### src/rtl/req_dispatch_4wr.sv
// -----------------------------------------------------------------------------
// req_dispatch_4wr
//
// Front-end dispatcher for the 4-way response sequencer. It takes requests from
// one master and decodes the target slave from two address bits. Each request
// is forwarded to that slave with a req/ack handshake. Every read also pushes
// the slave index as a tag into the sequencer's tag FIFO. A credit counter
// limits in-flight reads to the depth of the sequencer's reorder buffer.
//
// Ports
//   clk_i, rst_i            clock (rising edge) / async active-low reset
//   m_req_i, m_we_i         master request valid / write(1) or read(0)
//   m_addr_bi, m_wdata_bi   master address / write data
//   m_ack_o                 same-cycle pulse: request taken (IDLE only)
//   s_req_o                 one-hot slave request, held until its ack
//   s_we_o, s_addr_bo,
//   s_wdata_bo              registered request fields towards the slaves
//   s_ack_bi                per-slave accept; only the selected bit is used
//   tag_fifo_full_i         sequencer tag FIFO full
//   tag_fifo_wrreq_o        one-cycle tag push strobe (reads only)
//   tag_fifo_wdata_bo       pushed tag = target slave index
//   seq_wr_i                sequencer delivered a response; returns one credit
//   outstanding_bo          reads in flight (0..MAX_OUTSTANDING)
//   busy_o                  FSM is in ISSUE
//   err_o                   sticky: seq_wr_i arrived with no read in flight
// -----------------------------------------------------------------------------
module req_dispatch_4wr #(
  parameter int TAG_WIDTH       = 2,
  parameter int ADDR_WIDTH      = 32,
  parameter int DATA_WIDTH      = 32,
  parameter int SEL_LSB         = 30,
  parameter int MAX_OUTSTANDING = 4
) (
  input  logic                  clk_i,
  input  logic                  rst_i,
  input  logic                  m_req_i,
  input  logic                  m_we_i,
  input  logic [ADDR_WIDTH-1:0] m_addr_bi,
  input  logic [DATA_WIDTH-1:0] m_wdata_bi,
  output logic                  m_ack_o,
  output logic [3:0]            s_req_o,
  output logic                  s_we_o,
  output logic [ADDR_WIDTH-1:0] s_addr_bo,
  output logic [DATA_WIDTH-1:0] s_wdata_bo,
  input  logic [3:0]            s_ack_bi,
  input  logic                  tag_fifo_full_i,
  output logic                  tag_fifo_wrreq_o,
  output logic [TAG_WIDTH-1:0]  tag_fifo_wdata_bo,
  input  logic                  seq_wr_i,
  output logic [2:0]            outstanding_bo,
  output logic                  busy_o,
  output logic                  err_o
);

  typedef enum logic {
    IDLE  = 1'b0,
    ISSUE = 1'b1
  } state_t;

  state_t               state_q;
  logic [TAG_WIDTH-1:0] sel;
  logic [TAG_WIDTH-1:0] sel_q;
  logic                 credit_ok;
  logic                 eligible;
  logic                 rd_accept;
  logic                 credit_free;

  assign sel = m_addr_bi[SEL_LSB+TAG_WIDTH-1:SEL_LSB];

  // Eligibility uses the registered count, so a credit returned by seq_wr_i
  // only becomes usable in the following cycle.
  assign credit_ok = (outstanding_bo < 3'(MAX_OUTSTANDING)) && !tag_fifo_full_i;
  assign eligible  = (state_q == IDLE) && m_req_i && (m_we_i || credit_ok);

  // NOTE: IDLE is also the reset state, so without the rst_i term the master
  // could see an ack while reset is still held.
  assign m_ack_o   = eligible && rst_i;

  assign rd_accept   = eligible && !m_we_i;
  // A response with nothing in flight is an error and returns no credit.
  assign credit_free = seq_wr_i && (outstanding_bo != 3'd0);

  // NOTE: all state here uses non-blocking assignments so every register
  // samples the pre-edge values regardless of statement order.
  always_ff @(posedge clk_i or negedge rst_i) begin
    if (!rst_i) begin
      state_q           <= IDLE;
      sel_q             <= '0;
      s_req_o           <= '0;
      s_we_o            <= 1'b0;
      s_addr_bo         <= '0;
      s_wdata_bo        <= '0;
      tag_fifo_wrreq_o  <= 1'b0;
      tag_fifo_wdata_bo <= '0;
      outstanding_bo    <= '0;
      busy_o            <= 1'b0;
      err_o             <= 1'b0;
    end else begin
      // The tag strobe is a single-cycle pulse unless re-armed below.
      tag_fifo_wrreq_o <= 1'b0;

      case (state_q)
        IDLE: begin
          if (eligible) begin
            state_q    <= ISSUE;
            busy_o     <= 1'b1;
            sel_q      <= sel;
            s_req_o    <= 4'b0001 << sel;
            s_we_o     <= m_we_i;
            s_addr_bo  <= m_addr_bi;
            s_wdata_bo <= m_wdata_bi;
            // The FIFO was sampled not-full this cycle and nothing else
            // pushes, so pushing one cycle later cannot overflow it.
            if (!m_we_i) begin
              tag_fifo_wrreq_o  <= 1'b1;
              tag_fifo_wdata_bo <= sel;
            end
          end
        end
        ISSUE: begin
          if (s_ack_bi[sel_q]) begin
            state_q <= IDLE;
            busy_o  <= 1'b0;
            s_req_o <= '0;
          end
        end
        default: begin
          state_q <= IDLE;
          busy_o  <= 1'b0;
          s_req_o <= '0;
        end
      endcase

      // Simultaneous accept and release cancel out. Increment cannot pass
      // MAX_OUTSTANDING because rd_accept requires a free credit.
      case ({rd_accept, credit_free})
        2'b10:   outstanding_bo <= outstanding_bo + 3'd1;
        2'b01:   outstanding_bo <= outstanding_bo - 3'd1;
        default: outstanding_bo <= outstanding_bo;
      endcase

      if (seq_wr_i && (outstanding_bo == 3'd0)) begin
        err_o <= 1'b1;
      end
    end
  end

endmodule

### config.mk
export PLATFORM = sky130hd
export DESIGN_NAME = req_dispatch_4wr
export DESIGN_NICKNAME = d
export VERILOG_FILES = /design/src/rtl/req_dispatch_4wr.sv
export SDC_FILE = /design/constraint.sdc
export NUM_CORES = 1
export LEC_CHECK = 0
export BUFFER_PORTS_ARGS = -buffer_cell sky130_fd_sc_hd__buf_4
export CAP_MARGIN = 20
export CELL_PAD_IN_SITES_DETAIL_PLACEMENT = 1
export CELL_PAD_IN_SITES_GLOBAL_PLACEMENT = 2
export CORE_ASPECT_RATIO = 0.7
export CORE_UTILIZATION = 32
export CTS_BUF_LIST = sky130_fd_sc_hd__clkbuf_16
export DETAILED_ROUTE_END_ITERATION = 7
export MAX_ROUTING_LAYER = met4
export PLACE_DENSITY_LB_ADDON = 0.1
export RECOVER_POWER = 100
export SLEW_MARGIN = 20
export SYNTH_ARGS = -nofsm -noshare
export SYNTH_HDL_FRONTEND = slang
export SYNTH_SLANG_ARGS = --single-unit
### constraint.sdc
create_clock -name clk_i -period 3.6 [get_ports clk_i]
set_input_delay 0.72 -clock clk_i [delete_from_list [all_inputs] [get_ports clk_i]]
set_output_delay 0.72 -clock clk_i [all_outputs]
set_load 0.03 [all_outputs]
## After elaboration in Yosys (flattened, before gate mapping)

Cells that the tools add are included.

- Flip-flop bits (word level): 80
- Bits in latches: 0
- Bits in writable memories: 0
- Bits in read-only memories: 0
- Input port bits: 74
- Output and inout port bits: 78
- Memories: 0

- $add $sub $neg: 2
- Multipliers: 0
- Div/mod/pow operators: 0
- Order comparisons: 2
- Equal/unequal tests: 4
- Shift-type cells: 1
- Mux-type cells: 15
- Bitwise gates (word level): 2
- Reductions and logical operators: 16

Operators with widths:

| operator | number |
|---|---|
| $mux 1 | 8 |
| $mux 4 | 2 |
| $pmux 4 s2 | 1 |
| $logic_and 1x1->1 | 7 |
| $pmux 3 s2 | 1 |
| $pmux 1 s2 | 2 |
| $reduce_and 2->1 | 2 |
| $shl 1x2->4 const A | 1 |
| $add 3x1->3 const B | 1 |
| $logic_not 3->1 | 1 |
| $lt 2x3->1 const B | 1 |
| $lt 3x3->1 const B | 1 |
| $reduce_and 3->1 | 1 |
| $reduce_bool 3->1 | 1 |
| $sub 3x1->3 const B | 1 |
| $bmux 1 s2 | 1 |
| $eq 2x1->1 const B | 1 |
| $eq 2x2->1 const B | 1 |
| $logic_not 1->1 | 2 |
| $ne 2x1->1 const B | 1 |
| $ne 2x2->1 const B | 1 |
| $not 1->1 | 2 |
| $reduce_bool 2->1 | 1 |
| $logic_or 1x1->1 | 1 |

## Logic depth before layout (Yosys ltp)

Gate-level depths: netlist of run 1.

- Word-level depth: 7
- Gate-level depth with buffers: 9
- Mapped depth without buffers: 8

## Least setup slack after synthesis of run 1

No wires, ideal clock.

- Path kind: input to output
- From: input port tag_fifo_full_i
- To: output port m_ack_o
- Data arrival time: 1.707 ns
- Data required time: 2.880 ns
- Path slack: 1.173 ns
- Cell stages on the path: 6
- Path buffers: 3
- Cell sequence: o21ba_1 -> buf_6 -> nor2_4 -> buf_6 -> buf_6 -> and2_1

- Word-level cells in the longest chain between the ends: 5

Ends and longest elaborated chain:

| what | line | RTL |
|---|---|---|
| start, declared | 46 | `input logic tag_fifo_full_i,` |
| $logic_not 1->1 | 72 | `assign credit_ok = (outstanding_bo < 3'(MAX_OUTSTANDING)) && !tag_fifo_full_i;` |
| $logic_and 1x1->1 | 72 |  |
| $logic_or 1x1->1 | 73 | `assign eligible = (state_q == IDLE) && m_req_i && (m_we_i \|\| credit_ok);` |
| $logic_and 1x1->1 | 73 |  |
| $logic_and 1x1->1 | 77 | `assign m_ack_o = eligible && rst_i;` |
| end, declared | 40 | `output logic m_ack_o,` |

No other way between the ends.

## Final worst setup path of run 1

- From: input port rst_i
- To: output port m_ack_o

- Word-level cells in the longest chain between the ends: 1

Ends and longest elaborated chain:

| what | line | RTL |
|---|---|---|
| start, declared | 35 | `input logic rst_i,` |
| $logic_and 1x1->1 | 77 |  |

No other way between the ends.

==> reports/qor.txt, run 1 <==
DR pass1 iterations: 4
CP cell instances: clkbuf_1 -> and2_0 -> buf_4
Max Slew Vio Count: 0
worst rel slew slack: 18.2%
Antenna diodes: 0
Synth Warn #: 0
post-route ant nets: 0
share of layout cells above drive strength 1: 32.7%
Post-Syn Nets: 271
IO buf count: 151
Reg2Reg Launch Point: state_q$_DFF_PN0_
Max FO, Critical Path: 23
WL final: 7830 um
maximum root-to-sink buffer count: 2
Worst Skew: 0.00479 ns
area of the mapped netlist: 3270 um2
First DRT Iteration DRCs: 46
Synth Flop Type: dfrtp_1
Cell Rows: 30
Clock Latency Late Sink: 0.33 ns
Vias: 2176
gr ovfl total: 0
GP Congestion: 0.716
CTS Buf Count: 9
nets: 424
measured slew at the worst slew-check pin: 1.23 ns
WS Path Type: in -> out
initial antenna violation count: 0
Root Buffer: clkbuf_16
overall power: 4.54 mW
# IOs: 152
CTS hold repair buffers: 0
CTS H-tree lvls: 3
PwrDens: 1040 nW/um2
largest net degree at the start of global routing: 66
DP Area: 4480 um2
Final period util: 76.8%
CP Launch Type: input port
fmax: 0.362 GHz
static leakage: 1.95 nW
Top delay family on crit path: buffers and inverters
Die Y: 86.5 um
status: finished, final reports clean
post-DR wirelength/cell: 16.3 um
global-route wire length before repair: 12300 um
CTS tree: done
sequential element share of the synthesized area: 59.7%
crit end category: output pin
Die Width: 123 um
crit path from: rst_i
Post-synth EDFFs: 0
Final setup viols: 0
Reg clk slew, reported paths: 0.06 ns
maxcap violations: 0
DRC: 0
Detail Placement HPWL: 5680 um
routed vias/inst: 4.53
Hold Path Origin: err_o$_DFFE_PN0P_
initial core utilization: 33.3%
#FFs+latches synth: 78
clk sinks: 78
post-cts gate resize count: 0
Worst Path Buf+Inv: 2
Synth Area per Inst: 16.8 um2
number of global-route vias before repair: 2278
final setup TNS: 0 ns
GRT Util Overall: 16.1%
final worst path period need: 2.76 ns
Post-Synthesis Cells: 195
core area: 9800 um2
synth unique cells: 32
WP data required: 2.88 ns
ys async rst share: 100%
Area Overhead vs Synth: 33.3%
Layout Cell Area excl Fill: 4350 um2
Slowest cell on crit path: clkbuf_1
HP Class: reg -> reg
Worst Path Arrival: 2.04 ns
final hold vios: 0
fin util: 44.4%
Die ar.: 10600 um2
Max VDD drop: 0.000369 V
RSZ-0062 raised after global routing: no
Post CTS Setup Buffer Count: 0
Worst path max stage delay: 0.88 ns
## worst register-to-register path, delay by kind of cell (launching register included)
| family | cells | cell delay (ns) |
|---|---|---|
| buf+inv | 1 | 0.07 |
| xor+xnor | 2 | 0.30 |
| flops | 1 | 0.41 |
| simple gates | 3 | 0.94 |
| fa+ha+maj | 2 | 0.42 |
## layout by cell type, fill, tap and decap left out, drive strengths merged, types with 2 or more instances in the layout
| master | instances |
|---|---|
| dfrtp | 78 |
| o21ai | 3 |
| mux2 | 67 |
| nand2 | 2 |
| nor2 | 2 |
| o221ai | 2 |
| buf | 74 |
| clkinv | 2 |
| bufinv | 3 |
| inv | 7 |
| o211a | 2 |
| a311o | 2 |
| xor2 | 2 |
| clkbuf | 88 |
## where the power goes
| group | internal [mW] | switching, mW | total (mW) | leakage, nW |
|---|---|---|---|---|
| registers | 1.32 | 0.240 | 1.56 | 0.920 |
| clock network | 0.667 | 0.333 | 1.00 | 0.164 |
| logic | 0.588 | 1.39 | 1.98 | 0.861 |
| total | 2.57 | 1.97 | 4.54 | 1.95 |
## flip-flops by register name, summed over array words and instances, names as in the netlist
| name | cells |
|---|---|
| busy_o | 1 |
| err_o | 1 |
| outstanding_bo | 3 |
| s_addr_bo | 32 |
| s_req_o | 4 |
| s_wdata_bo | 32 |
| s_we_o | 1 |
| state_q | 1 |
| tag_fifo_wdata_bo | 2 |
| tag_fifo_wrreq_o | 1 |
## per-layer routing
metal  GRT usage [%]  vias to the layer above  routed length (um)
met1            20.8                     1067                3500
met2            22.3                       98                3350
met3            7.17                       14                 820
met4            5.65                        0                 152
met5               -                        -                   0
li1                -                      997                   -
## cell families after synthesis
kind of cell             share of synthesized area (%)
XOR/XNOR                                         0.804
adder cells (fa/ha/maj)                          0.996
AO/OA/AOI/OAI                                     3.03
multiplexers                                      28.8
AND/OR/NAND/NOR                                   2.91
buffers and inverters                             3.72
flip-flops                                        59.7
## synthesized netlist by cell type, drive strengths merged (2+ instances only)
| master | instances | area share, % |
|---|---|---|
| xor2 | 2 | 0.54 |
| o211a | 2 | 0.61 |
| nor2 | 2 | 0.46 |
| o21ai | 3 | 0.46 |
| a311o | 2 | 0.61 |
| nand2 | 2 | 0.23 |
| buf | 11 | 3.0 |
| dfrtp | 78 | 60 |
| inv | 6 | 0.69 |
| mux2 | 67 | 28 |
| o221ai | 2 | 0.54 |
## stage by stage
| step | hold slack [ns] | setup WS [ns] | cells |
|---|---|---|---|
| finish | 0.465 | 0.837 | 480 |
| global route | 0.502 | 0.633 | 480 |
| CTS | 0.275 | 1.16 | 480 |
| detailed placement | 0.452 | 0.823 | 465 |
| global placement | 0.446 | 0.942 | 465 |
| floorplan | 0.424 | 1.17 | 195 |
## final cells by class
class	count	area (um2)
inverter	6	22.5
timing repair buffer	153	852
sequential	78	1950
fill	1070	5440
multi-input combinational	100	1040
clock inverter	6	103
clock buffer	9	225
tap	128	160
## final timing paths
check                                                      to  slack (ns)  cells past startpoint
worst min-delay path                        err_o$_DFFE_PN0P_        0.47                      1
worst max-delay path                                  m_ack_o        0.84                      3
worst min register to register              err_o$_DFFE_PN0P_        0.47                      1
worst max register to register  outstanding_bo[2]$_DFFE_PN0P_        1.35                      8
max in group asynchronous           s_addr_bo[28]$_DFFE_PN0P_        1.60                      2
min in group asynchronous                   err_o$_DFFE_PN0P_        0.63                      1
(Power assumes the default switching activity.)
==> run 2: changes to the inputs <==
Settings changed: CORE_UTILIZATION 32 to 30.
Clock period 3.6 ns to 2.6 ns, I/O delays scaled along.
==> reports/qor.txt, run 2 (synthesized netlist as in run 1, its figures left out) <==
status: complete, but fails checks
violated checks: capacitance limit, slew limit
RSZ-0062 raised after global routing: no
core area: 10500 um2 (+6.9%)
post-cts gate resize count: 0 (unchanged)
Detail Placement HPWL: 5770 um (+1.5%)
CTS Buf Count: 9 (unchanged)
initial core utilization: 31.2% (-2.2 points)
HP Class: in -> reg
Worst path max stage delay: 0.77 ns (-0.11 ns)
Die ar.: 11300 um2 (+6.5%)
top flop regs: s_addr_bo (32), s_wdata_bo (32), s_req_o (4)
initial antenna violation count: 0 (unchanged)
PwrDens: 1420 nW/um2 (+36%)
Die Width: 127 um (+3.2%)
Antenna diodes: 0 (unchanged)
global-route wire length before repair: 12800 um (+3.7%)
DRC: 0 (unchanged)
most frequent cells in the layout: dfrtp_1 (78), clkbuf_1 (78), buf_4 (76)
fillers: 1128 (+5.4%)
Reg2Reg Launch Point: outstanding_bo[2]$_DFFE_PN0P_
Place WS: 0.326 ns (-0.497 ns)
end point of the critical path: s_wdata_bo[10]$_DFFE_PN0P_
crit end category: flip-flop
worst hold margin: 0.401 ns (-0.0646 ns)
Max Slew Vio Count: 79 (+79)
fmax: 0.428 GHz
reg2reg setup slack: 0.26 ns (-1.09 ns)
Post CTS Setup Buffer Count: 0 (unchanged)
Area Overhead vs Synth: 34.5%
IO buf count: 151 (unchanged)
DP Area: 4520 um2 (+0.89%)
Reg clk slew, reported paths: 0.06 ns (about the same)
DR pass1 iterations: 4 (unchanged)
final worst path period need: 2.34 ns
CTS tree: done
WS Path Type: reg -> reg
Worst Skew: 0.00508 ns (+0.000285 ns)
number of global-route vias before repair: 2239 (-1.7%)
Cell Rows: 31 (+3.3%)
Final period util: 89.8%
static leakage: 1.99 nW (+2.2%)
setup slack after layout: 0.265 ns (-0.572 ns)
Worst Path Buf+Inv: 2 (unchanged)
Layout Cell Area excl Fill: 4390 um2 (+0.92%)
Root Buffer: clkbuf_16
Register-to-Register Path Depth: 5 (-3)
WL final: 8260 um (+5.5%)
final hold vios: 0 (unchanged)
final setup TNS: 0 ns (unchanged)
crit path from: outstanding_bo[2]$_DFFE_PN0P_
worst rel slew slack: -32.6% (-51 points)
CTS H-tree lvls: 3 (unchanged)
post-DR wirelength/cell: 16.9 um (+3.8%)
nets: 427 (+0.71%)
Worst Path Arrival: 2.55 ns (+0.51 ns)
gr ovfl total: 0 (unchanged)
Max FO, Critical Path: 13 (-43%)
Max VDD drop: 0.000532 V (+44%)
Die Y: 89.3 um (+3.2%)
maximum root-to-sink buffer count: 2 (unchanged)
CTS hold repair buffers: 0 (unchanged)
# IOs: 152 (unchanged)
Levels on crit path: 5 (+2)
maxcap violations: 1 (+1)
Top delay family on crit path: buffers and inverters
CP cell instances: o21ba_1 -> buf_4 -> nor2_4 -> clkbuf_1 -> mux2_4
share of layout cells above drive strength 1: 36.8% (+4.1 points)
Final setup viols: 0 (unchanged)
GRT Util Overall: 16.0% (-0.19 points)
Slowest cell on crit path: clkbuf_1
CP Launch Type: flip-flop
routed vias/inst: 4.52 (-0.33%)
Hold Path Origin: m_addr_bi[16]
Vias: 2205 (+1.3%)
largest net degree at the start of global routing: 79 (+20%)
post-route ant nets: 0 (unchanged)
clk sinks: 78 (unchanged)
measured slew at the worst slew-check pin: 1.99 ns (+0.762 ns)
Clock Latency Late Sink: 0.33 ns (about the same)
WP data required: 2.82 ns (-0.06 ns)
FF-to-FF End: s_wdata_bo[10]$_DFFE_PN0P_
First DRT Iteration DRCs: 51 (+11%)
GP Congestion: 0.689 (-3.8%)
-- run 2: worst min-delay path by stage --
| stage | to | cells after the start |
|---|---|---|
| floorplan | busy_o$_DFFE_PN0P_ | 0 |
| global route | s_addr_bo[16]$_DFFE_PN0P_ | 2 |
| detailed placement | err_o$_DFFE_PN0P_ | 1 |
| finish | s_addr_bo[16]$_DFFE_PN0P_ | 2 |
| CTS | err_o$_DFFE_PN0P_ | 2 |
| global placement | err_o$_DFFE_PN0P_ | 1 |
-- run 2: final cells by class --
| cell class | count | area, um2 | area share [%] |
|---|---|---|---|
| flip-flops and latches | 78 | 1950 | 44.4 |
| multi-input cells | 100 | 1080 | 24.7 |
| repair buffers | 156 | 888 | 20.2 |
| clock buffers | 9 | 225 | 5.13 |
| well taps | 132 | 165 | 3.76 |
| clock inverters | 7 | 56.3 | 1.28 |
| inverters | 6 | 22.5 | 0.513 |
-- run 2: metal layers --
metal	share of wire (%)	wire [um]	track usage (%)	vias to the layer above
li1	-	-	-	1000
met1	45	3760	20.6	1113
met2	46	3760	22.6	82
met3	7.8	647	6.46	10
met4	1.1	89	5.52	0
met5	0	0	-	-
-- run 2: worst register-to-register path, cell delays in order, from the launching register on --
cell	delay, ns
dfrtp_1	0.45
o21ba_1	0.22
buf_4	0.17
nor2_4	0.25
clkbuf_1	0.78
mux2_4	0.36
-- run 2: power by group --
group / internal [mW] / total, mW / switching (mW)
clock network: 0.728 / 1.21 / 0.479
registers: 1.83 / 2.16 / 0.338
logic: 0.918 / 2.87 / 1.95
total: 3.47 / 6.24 / 2.77
-- run 2: metrics by stage --
step,power [mW],util [%],instances
6_report,6.24,42.0,488
5_1_grt,6.61,42.0,488
4_1_cts,7.10,45.8,488
3_5_place_dp,5.83,43.1,472
3_3_place_gp,5.79,43.1,472
2_1_floorplan,4.48,-,195
